**config.mk**
```make
export PLATFORM = sky130hd
export DESIGN_NAME = miriscv_irq_ctrl
export DESIGN_NICKNAME = d
export VERILOG_FILES = /design/src/rtl/miriscv_irq_ctrl.sv
export SDC_FILE = /design/constraint.sdc
export NUM_CORES = 1
export LEC_CHECK = 0
export CORE_MARGIN = 3
export CORE_UTILIZATION = 55
export CTS_BUF_LIST = sky130_fd_sc_hd__clkbuf_8 sky130_fd_sc_hd__clkbuf_16
export DETAILED_ROUTE_END_ITERATION = 10
export DONT_BUFFER_PORTS = 1
export MAX_ROUTING_LAYER = met4
export PLACE_DENSITY = 0.7
export SYNTH_ARGS = -nofsm -noshare
export SYNTH_HDL_FRONTEND = slang
export SYNTH_SLANG_ARGS = --single-unit
```
**constraint.sdc**
```tcl
create_clock -name clk_i -period 2.45 [get_ports clk_i]
set_input_delay 0.1225 -clock clk_i [delete_from_list [all_inputs] [get_ports clk_i]]
set_output_delay 0.1225 -clock clk_i [all_outputs]
set_load 0.01 [all_outputs]
```
**src/rtl/miriscv_irq_ctrl.sv**
```systemverilog
// -----------------------------------------------------------------------------
// miriscv_irq_ctrl
//
// Edge-triggered interrupt controller for a single-hart core without nesting.
// Rising edges on the request lines are latched into a pending register. The
// lowest-index pending line that is enabled is presented to the core. The
// presented line is held until the core acknowledges it (trap entry) or until
// its enable is withdrawn. An acknowledged line stays in service until mret,
// and its pending bit is cleared at that point.
//
// Ports
//   clk_i          clock, all state changes on the rising edge
//   rst_i          synchronous active-high reset
//   irq_req_i      interrupt request lines (rising-edge sensitive)
//   mie_i          per-line enable mask
//   mstatus_mie_i  global interrupt enable
//   irq_ack_i      core entered the trap for the presented interrupt
//   irq_ret_i      core executed mret
//   irq_o          interrupt request to the core (registered)
//   irq_id_o       index of the presented / in-service line
//   irq_cause_o    mcause value for irq_id_o
//   irq_pend_o     pending register contents
// -----------------------------------------------------------------------------
module miriscv_irq_ctrl #(
    parameter int NUM_IRQ = 32
) (
    input  logic               clk_i,
    input  logic               rst_i,
    input  logic [NUM_IRQ-1:0] irq_req_i,
    input  logic [NUM_IRQ-1:0] mie_i,
    input  logic               mstatus_mie_i,
    input  logic               irq_ack_i,
    input  logic               irq_ret_i,
    output logic               irq_o,
    output logic [4:0]         irq_id_o,
    output logic [31:0]        irq_cause_o,
    output logic [NUM_IRQ-1:0] irq_pend_o
);

    localparam logic [1:0] IDLE  = 2'd0;
    localparam logic [1:0] REQ   = 2'd1;
    localparam logic [1:0] SERVE = 2'd2;

    logic [1:0]         state_q, state_d;
    logic [NUM_IRQ-1:0] req_q;
    logic [NUM_IRQ-1:0] pend_q, pend_d;
    logic [4:0]         id_q, id_d;
    logic               irq_q;

    logic [NUM_IRQ-1:0] rise;
    logic [NUM_IRQ-1:0] eligible;
    logic [NUM_IRQ-1:0] id_oh;
    logic [NUM_IRQ-1:0] pend_clr;
    logic               sel_valid;
    logic [4:0]         sel_id;
    logic               cur_enabled;

    assign rise     = irq_req_i & ~req_q;
    assign eligible = pend_q & mie_i;

    // Descending scan so the lowest eligible index is the last one written.
    always_comb begin
        sel_valid = 1'b0;
        sel_id    = 5'd0;
        for (int i = NUM_IRQ - 1; i >= 0; i--) begin
            if (eligible[i]) begin
                sel_valid = 1'b1;
                sel_id    = 5'(i);
            end
        end
    end

    // One-hot form of id_q avoids indexing mie_i/pend with an id that could
    // exceed the line count when NUM_IRQ < 32.
    always_comb begin
        for (int i = 0; i < NUM_IRQ; i++) begin
            id_oh[i] = (id_q == 5'(i));
        end
    end

    assign cur_enabled = |(id_oh & mie_i);

    always_comb begin
        state_d  = state_q;
        id_d     = id_q;
        pend_clr = '0;
        case (state_q)
            IDLE: begin
                if (mstatus_mie_i && sel_valid) begin
                    state_d = REQ;
                    id_d    = sel_id;
                end
            end
            REQ: begin
                // Acknowledge takes precedence over a simultaneous withdraw.
                if (irq_ack_i) begin
                    state_d = SERVE;
                end else if (!cur_enabled || !mstatus_mie_i) begin
                    state_d = IDLE;
                end
            end
            SERVE: begin
                if (irq_ret_i) begin
                    state_d  = IDLE;
                    pend_clr = id_oh;
                end
            end
            default: begin
                state_d = IDLE;
            end
        endcase
    end

    // A new rise wins over a clear landing on the same bit.
    assign pend_d = (pend_q & ~pend_clr) | rise;

    always_ff @(posedge clk_i) begin
        if (rst_i) begin
            state_q <= IDLE;
            req_q   <= '0;
            pend_q  <= '0;
            id_q    <= 5'd0;
            irq_q   <= 1'b0;
        end else begin
            state_q <= state_d;
            req_q   <= irq_req_i;
            pend_q  <= pend_d;
            id_q    <= id_d;
            irq_q   <= (state_d == REQ);
        end
    end

    assign irq_o       = irq_q;
    assign irq_id_o    = id_q;
    assign irq_cause_o = {1'b1, 26'd0, id_q};
    assign irq_pend_o  = pend_q;

endmodule

```
=== After elaboration in Yosys (flattened, before gate mapping) ===
Index checks and enable logic that the tools add are counted.

* Logic and storage cells: 125
* Flip-flop bits (word level): 72

* Bitwise gates (word level): 7
* Equality and inequality tests: 34
* Multiplexer cells: 71
* Reduce and logical (&&, ||, !) cells: 8

{| class="wikitable"
|+ Operators by type and width
! cell !! count
|-
| 2-to-1 mux 5 bit || 32
|-
| bitwise AND 32 bit || 4
|-
| == test 5 bit (second input constant) || 16
|-
| 2-to-1 mux 32 bit || 2
|-
| NOT 32 bit || 2
|-
| == test 5 x 4 -> 1 bit (second input constant) || 8
|-
| 2-to-1 mux 1 bit || 32
|-
| bitwise OR 32 bit || 1
|-
| OR reduction 32 bit || 1
|-
| == test 5 x 3 -> 1 bit (second input constant) || 4
|-
| == test 5 x 2 -> 1 bit (second input constant) || 2
|-
| 2-to-1 mux 2 bit || 4
|-
| case mux 2 bit (3 select lines) || 1
|-
| == test 5 x 1 -> 1 bit (second input constant) || 1
|-
| zero test 5 bit || 1
|-
| == test 2 x 1 -> 1 bit (second input constant) || 2
|-
| == test 2 bit (second input constant) || 1
|-
| zero test 1 bit || 2
|-
| zero test 2 bit || 1
|-
| AND reduction 2 bit || 1
|-
| logical AND 1 bit || 1
|-
| logical OR 1 bit || 1
|}

=== Longest topological paths before layout ===
Gate-level depths: netlist of run 1.

* Depth in word-level cells: 37
* Gate-level depth with buffers: 8
* Gate-level depth less buffers: 6

=== Worst setup path before layout of run 1 ===
No wires, ideal clock.

* Path type: register to register
* Start point: register id_q[3], in the netlist irq_id_o[3]
* End point: register irq_q, in the netlist irq_o
* Required time: 2.319 ns
* Slack: 0.731 ns
* Clock period less this slack: 1.719 ns
* Path buffers: 2
* Data arrival time: 1.588 ns
* Stages on the path, launching flop included: 9
* Setup time: 0.131 ns
* Cells stage by stage: dfxtp_1 buf_2 or2_2 clkbuf_1 nor2_1 a221o_1 a211oi_1 a31o_2 a31oi_1

* Longest elaborated chain between the ends: 9

{| class="wikitable"
|+ Ends and longest elaborated chain
! element !! RTL line !! text
|-
| from (decl) || 47 || <nowiki>logic [4:0] id_q, id_d;</nowiki>
|-
| from (signal assigned) || 128 || <nowiki>id_q <= id_d;</nowiki>
|-
| == test 5 x 1 -> 1 bit (tied with other cells) || 77 || <nowiki>id_oh[i] = (id_q == 5'(i));</nowiki>
|-
| bitwise AND 32 bit * || 81 || <nowiki>assign cur_enabled = |(id_oh & mie_i);</nowiki>
|-
| OR reduction 32 bit * || 81 ||
|-
| zero test 1 bit * || 98 || <nowiki>end else if (!cur_enabled || !mstatus_mie_i) begin</nowiki>
|-
| logical OR 1 bit * || 98 ||
|-
| 2-to-1 mux 2 bit * || 98 ||
|-
| 2-to-1 mux 2 bit * || 96 || <nowiki>if (irq_ack_i) begin</nowiki>
|-
| case mux 2 bit (3 select lines) * || 87 || <nowiki>case (state_q)</nowiki>
|-
| == test 2 x 1 -> 1 bit * || 129 || <nowiki>irq_q <= (state_d == REQ);</nowiki>
|-
| to (signal assigned) || 129 ||
|-
| to (decl) || 48 || <nowiki>logic irq_q;</nowiki>
|}

Mark *: on every way between the ends. The rest lies on a longest branch, timed or not.
A chain may end at the register's enable or synchronous reset.

=== Worst setup path after layout of run 1 ===
* Start point: register id_q[4], in the netlist irq_id_o[4]
* End point: register pend_q[20], in the netlist irq_pend_o[20]

* Longest elaborated chain between the ends: 6

{| class="wikitable"
|+ Ends and longest elaborated chain
! element !! RTL line !! text
|-
| == test 5 bit || 77 ||
|-
| 2-to-1 mux 32 bit || 103 || <nowiki>if (irq_ret_i) begin</nowiki>
|-
| 2-to-1 mux 32 bit || 87 ||
|-
| NOT 32 bit || 115 || <nowiki>assign pend_d = (pend_q & ~pend_clr) | rise;</nowiki>
|-
| bitwise AND 32 bit || 115 ||
|-
| bitwise OR 32 bit || 115 ||
|-
| to (signal assigned) || 127 || <nowiki>pend_q <= pend_d;</nowiki>
|-
| to (decl) || 46 || <nowiki>logic [NUM_IRQ-1:0] pend_q, pend_d;</nowiki>
|}

No other way between the ends.

==> results.json, run 1 <==
{
  "grt.total_usage_pct": 29.5,
  "fin_crit_sh_pct": 96.0,
  "fmax_mhz": 425,
  "core-area_um2": 6170,
  "vias": 3239,
  "cts_inserted_buffers": 9,
  "hold_viol_final": 0,
  "static-leakage-power_nw": 1.58,
  "async_flop_share_pct": 0,
  "syn_to_final_growth_pct": 13.7,
  "detail-route-antenna-nets": 0,
  "drive_gt1_share_pct": 9.21,
  "synth_area_um2": 3630,
  "synth_area_leaders": "dfxtp_1 (40%), buf_4 (6.6%), nor2b_1 (6.5%)",
  "h-tree-depth": 3,
  "path_cells": "and3_1 -> nand2_1 -> o21ai_0 -> a21oi_1 -> dlygate4sd3_1",
  "finalClockSkew_ns": 0.00952,
  "p_comb_share_pct": 18.4,
  "die_w_um": 87.3,
  "dieArea_um2": 7610,
  "grt_overflow": 0,
  "critPathMaxStageDelay_ns": 0.78,
  "ys_types": 56,
  "reg2reg_slack_ns": 0.1,
  "synth_warnings": 0,
  "root_buffer": "clkbuf_8",
  "criticalPathCategory": "reg -> reg",
  "ys.flop_type": "dfxtp_1",
  "fin_util_pct": 66.9,
  "worst_hold_slack_ns": 0.0453,
  "final-max-slew-violation-count": 0,
  "synth.avg_cell_area_um2": 8.60,
  "vias_per_cell": 6.10,
  "worstSetupEndpoint": "irq_pend_o[20]",
  "rows": 28,
  "mostFrequentLayoutCells": "dfxtp_1 (72), o21ai_0 (40), a21oi_1 (40), nor2b_1 (38), nand2b_1 (36)",
  "dp_hpwl_mm": 7.75,
  "nNetsFinal": 520,
  "crit_start": "irq_id_o[4]",
  "final_cells": 531,
  "postSynthCellCount": 422,
  "wl_per_cell_um": 20.1,
  "crit_family": "flip-flops",
  "cp-end-kind": "flop",
  "cts_sinks": 72,
  "crit_slowest_cell": "dfxtp_1",
  "critPathRequiredTime_ns": 2.69,
  "fin_tns_setup_ns": 0,
  "pwr-share-seq_pct": 48.3,
  "worstMarginPinSlew_ns": 0.708,
  "synth_top_area_share_pct": 39.7,
  "routed_wl_mm": 10.7,
  "critPathMaxFanout": 15,
  "r2r_start": "irq_id_o[4]",
  "clock_path_buffers": 2,
  "grt_max_degree": 70,
  "initial_utilization_pct": 58.9,
  "cp.depth": 5,
  "fin_crit_ns": 2.35,
  "gp_congestion": 0.914,
  "diodes": 0,
  "rsz0062_at_grt": "no",
  "final_common_cell": "dfxtp_1",
  "power_switching_uw": 883,
  "power.density_nw_per_um2": 690,
  "setup_violations": 0,
  "io_pins": 139,
  "synth_top_cell_by_area": "dfxtp_1",
  "dr.first_iter.drc_count": 370,
  "fp.dieH_um": 87.3,
  "cap_violations": 0,
  "power_frac_clock_pct": 33.2,
  "internal_power_mw": 1.96,
  "clk_pin_slew_ns": 0.08,
  "yosysSeqAreaShare_pct": 39.7,
  "grt_pass1_wl_mm": 16.7,
  "relSlewSlack_pct": 52.7,
  "ys_ff_latch": 72,
  "reg2reg_depth": 5,
  "r2r_end": "irq_pend_o[20]",
  "grt_pass1_vias": 3060,
  "vdd.ir_drop.worst_uv": 489,
  "cp_num_buf_inv": 1,
  "status": "complete, no violations",
  "drt_pre_antenna_iters": 5,
  "ctsResizeCount": 0,
  "p_sw_share_pct": 31.0,
  "cp.arrival_ns": 2.60,
  "cts_tree": "done",
  "port_buffers": 0,
  "dp.cells": 479,
  "antenna_found_initial": 0,
  "cp-start-kind": "flop",
  "insertion_delay_ns": 0.35,
  "drc": 0,
  "synth_edf_count": 0,
  "hold_path_class": "in -> reg"
}
power groups by stage:
stage | clock network (mW) | registers [mW] | logic, mW
5_1_grt | 1.01 | 1.39 | 0.581
3_3_place_gp | 0 | 1.40 | 0.440
3_5_place_dp | 0 | 1.40 | 0.445
2_1_floorplan | 0 | 1.36 | 0.425
4_1_cts | 0.963 | 1.38 | 0.517
6_report | 0.946 | 1.38 | 0.525
tightest hold or removal path: cells and delay by family:
family	cells	cell delay, ns
AND/OR/NAND/NOR	1	0.09
AO/OA/AOI/OAI	1	0.07
buffers and inverters	1	0.06
worst min-delay path by stage:
stage / start / end / slack (ns) / cells after the start
3_3_place_gp: rst_i / irq_pend_o[25] / 0.20 / 1
2_1_floorplan: irq_req_i[0] / req_q[0] / 0.25 / 1
4_1_cts: rst_i / irq_id_o[1] / 0.02 / 3
6_report: rst_i / irq_id_o[1] / 0.05 / 3
3_5_place_dp: rst_i / state_q[1] / 0.20 / 1
5_1_grt: rst_i / irq_id_o[1] / 0.05 / 3
area by class of cell:
cell class | instances | area, µm²
clock buffers | 9 | 124
clock inverters | 7 | 72.6
fillers | 533 | 2040
inverters | 3 | 11.3
multi-input cells | 322 | 1950
flip-flops and latches | 72 | 1440
well taps | 75 | 93.8
repair buffers | 43 | 430
flip-flops by register name, indices dropped and copies added (netlist names):
| name | count |
|---|---|
| irq_o | 1 |
| req_q | 32 |
| irq_id_o | 5 |
| irq_pend_o | 32 |
| state_q | 2 |
cell usage after synthesis, types with 2 or more instances:
master and instances:
nor2b_1 38, mux2i_1 3, buf_4 32, a31oi_1 7, clkbuf_1 8, nand2_1 35, a32o_1 3, o21ai_0 40
o22ai_1 3, nand3_1 11, buf_1 2, conb_1 2, a311oi_1 2, a22o_1 2, nand3b_1 4, a22oi_1 8
a21oi_1 40, a22oi_2 3, a22o_2 4, a211oi_1 5, mux2_2 2, nor3b_1 3, a32oi_1 5, buf_2 8
nand2b_1 36, dfxtp_1 72, nor2_1 8, nor4bb_1 2, o211ai_1 2, nand4_1 2, inv_1 3, a222oi_1 3
metal layers:
layer / vias up / share of wire (%) / global-route usage, %
met3: 23 / 10 / 8.89
met4: 0 / 1.7 / 10.3
met2: 178 / 47 / 45.3
li1: 1521 / - / -
met1: 1517 / 41 / 36.9
met5: - / 0 / -
cells by family (layout without fill, tap and decap cells):
logic type	count (synthesis)	in the layout	synth area share, %
compound gates	140	140	25.5
mux	5	5	1.45
simple gates	150	150	24.1
flops	72	72	39.7
buf+inv	53	62	9.06
other cells	2	27	0.207
per-stage QoR:
stage                     instance area, µm²  power, mW  setup WS (ns)
after global placement                  3550       1.84          0.507
final                                   4130       2.85         0.0978
after floorplan                         3720       1.78          0.731
after detailed placement                3550       1.85          0.503
after CTS                               4130       2.86          0.122
after global routing                    4130       2.98        0.00994
repair_timing:
item / 4_1_cts / 5_1_grt
hold buffers: 36 / 0
endpoints found under the hold margin: 70 / 0
buffers inserted: 0 / 0
(Power assumes the default switching activity.)
==> run 2: changes to the inputs <==
Settings changed: ABC_AREA set to 1, BUFFER_PORTS_ARGS set to -buffer_cell sky130_fd_sc_hd__buf_2, CORE_UTILIZATION 55 to 53, DONT_BUFFER_PORTS 1 to unset, PLACE_DENSITY 0.7 to 0.86.
==> results.json, run 2 <==
{
  "crit_slowest_cell": "dfxtp_1",
  "r2r_end": "irq_id_o[0]",
  "fp.dieH_um": 87.6,
  "static-leakage-power_nw": 2.39,
  "final-max-slew-violation-count": 0,
  "synthTopCellsByCount": "nand2_1 (146), nor2_1 (119), dfxtp_1 (72)",
  "grt_max_degree": 59,
  "fillers": 588,
  "vdd.ir_drop.worst_uv": 391,
  "cp.arrival_ns": 2.44,
  "placed_cell_area_um2": 4010,
  "root_buffer": "clkbuf_8",
  "grt.total_usage_pct": 29.7,
  "drc": 0,
  "status": "finished, violations left",
  "fin_crit_ns": 2.16,
  "synth_top_area_share_pct": 40.8,
  "holdCritStartpoint": "irq_req_i[26]",
  "worst_hold_slack_ns": -0.00205,
  "critPathMaxFanout": 3,
  "routed_wl_mm": 10.8,
  "cp-end-kind": "flop",
  "synth.avg_cell_area_um2": 6.52,
  "dr.first_iter.drc_count": 270,
  "fin_crit_sh_pct": 88.3,
  "holdPathStages": 3,
  "core-area_um2": 6390,
  "synth_top_cell_by_area": "dfxtp_1",
  "gp_congestion": 0.932,
  "fin_total_pwr_mw": 2.88,
  "synth_edf_count": 0,
  "cap_violations": 0,
  "port_buffers": 111,
  "reg2reg_depth": 32,
  "dp.cells": 712,
  "rows": 29,
  "yosysSeqAreaShare_pct": 40.8,
  "vias_per_cell": 5.19,
  "ys.flop_type": "dfxtp_1",
  "wl_per_cell_um": 14.4,
  "grt_overflow": 0,
  "diodes": 0,
  "criticalPathCategory": "reg -> reg",
  "io_pins": 139,
  "violations": "negative hold slack",
  "hold_end": "req_q[26]",
  "final_area_um2": 4420,
  "drive_gt1_share_pct": 22.3,
  "detail-route-antenna-nets": 0,
  "drt_pre_antenna_iters": 6,
  "finalClockSkew_ns": 0.0107,
  "dieArea_um2": 7670,
  "grt_pass1_wl_mm": 16.9,
  "final_cells": 750,
  "cts_sinks": 72,
  "final_common_cell": "nand2_1",
  "antenna_found_initial": 0,
  "cts_tree": "done",
  "ys_types": 27,
  "grt_pass1_vias": 3608,
  "yosysMostFrequentCell": "nand2_1",
  "worstMarginPinSlew_ns": 0.592,
  "synth_warnings": 0,
  "critPathMaxStageDelay_ns": 0.40,
  "clk_pin_slew_ns": 0.08,
  "initial_utilization_pct": 55.3,
  "vias": 3893,
  "nNetsFinal": 737,
  "synth_area_leaders": "dfxtp_1 (41%), nand2_1 (16%), nor2_1 (13%)",
  "critPathRequiredTime_ns": 2.73,
  "setup_violations": 0,
  "fmax_mhz": 462,
  "dp_hpwl_mm": 8.35,
  "hold_viol_final": 2,
  "crit_top_cell": "nand2_1",
  "async_flop_share_pct": 0,
  "multiInputGateArea_um2": 1690,
  "hold_path_class": "in -> reg",
  "register_area_um2": 1440,
  "r2r_start": "irq_pend_o[29]",
  "synth_area_um2": 3530,
  "clock_path_buffers": 2,
  "power.density_nw_per_um2": 651,
  "ys_ff_latch": 72,
  "postSynthCellCount": 541,
  "die_w_um": 87.6,
  "syn_to_final_growth_pct": 25.2,
  "insertion_delay_ns": 0.35,
  "mostFrequentLayoutCells": "nand2_1 (143), nor2_1 (119), buf_2 (111), dfxtp_1 (70), inv_1 (54)",
  "cp-start-kind": "flop",
  "reg2reg_slack_ns": 0.29,
  "h-tree-depth": 3,
  "rsz0062_at_grt": "yes",
  "relSlewSlack_pct": 60.5,
  "cts_inserted_buffers": 9
}
-- run 2: area by class of cell --
cell class	instances	share of cell area (%)
multi-input combinational	393	38.3
sequential	72	32.7
timing repair buffer	136	18.0
inverter	56	4.76
clock buffer	11	3.43
tap	77	2.18
clock inverter	5	0.708
-- run 2: per-layer routing --
layer | track usage, % | vias up | part of all wire [%]
li1 | - | 1877 | -
met1 | 37.0 | 1780 | 42
met2 | 49.5 | 211 | 48
met3 | 4.42 | 25 | 7.7
met4 | 9.48 | 0 | 2.1
met5 | - | - | 0
-- run 2: worst max-delay path, delay by kind of cell, from the launching register on --
family          cells  cell delay, ns
compound gates      1            0.10
flops               1            0.40
simple gates       31            1.57
-- run 2: stage by stage --
| stage | utilization [%] | worst slack (ns) | setup TNS (ns) |
|---|---|---|---|
| after CTS | 68.9 | 0.289 | 0 |
| after global routing | 69.2 | -0.0414 | -0.0414 |
| after global placement | 62.8 | 0.361 | 0 |
| final | 69.2 | 0.286 | 0 |
| after detailed placement | 62.8 | 0.318 | 0 |
| after floorplan | - | 0.488 | 0 |
-- run 2: repair_timing --
item	in CTS	in global routing
resized for setup	0	6
hold endpoints to repair	21	0
endpoints found under the setup margin	0	1
setup buffers	0	1
hold buffers	21	0
-- run 2: logic make-up (layout without fill, tap and decap cells) --
| kind of cell | Yosys count | after routing | share of synthesized area (%) |
|---|---|---|---|
| buf+inv | 101 | 208 | 14.1 |
| compound gates | 65 | 65 | 10.6 |
| simple gates | 301 | 301 | 34.2 |
| other cells | 2 | 27 | 0.213 |
| flops | 72 | 72 | 40.8 |
-- run 2: worst max path at each step --
| stage | startpoint | endpoint | slack (ns) | cells after the start |
|---|---|---|---|---|
| floorplan | irq_pend_o[31] | irq_id_o[0] | 0.49 | 34 |
| finish | irq_pend_o[29] | irq_id_o[0] | 0.29 | 32 |
| detailed placement | irq_pend_o[30] | irq_id_o[0] | 0.32 | 33 |
| CTS | irq_pend_o[30] | irq_id_o[0] | 0.29 | 33 |
| global route | irq_pend_o[31] | irq_id_o[0] | -0.04 | 34 |
| global placement | irq_pend_o[31] | irq_id_o[0] | 0.36 | 34 |
-- run 2: power by group --
group / leakage, nW / switching (mW) / internal [mW] / total (mW)
clock network: 0.101 / 0.460 / 0.421 / 0.882
logic: 1.69 / 0.405 / 0.249 / 0.654
registers: 0.601 / 0.0785 / 1.26 / 1.34
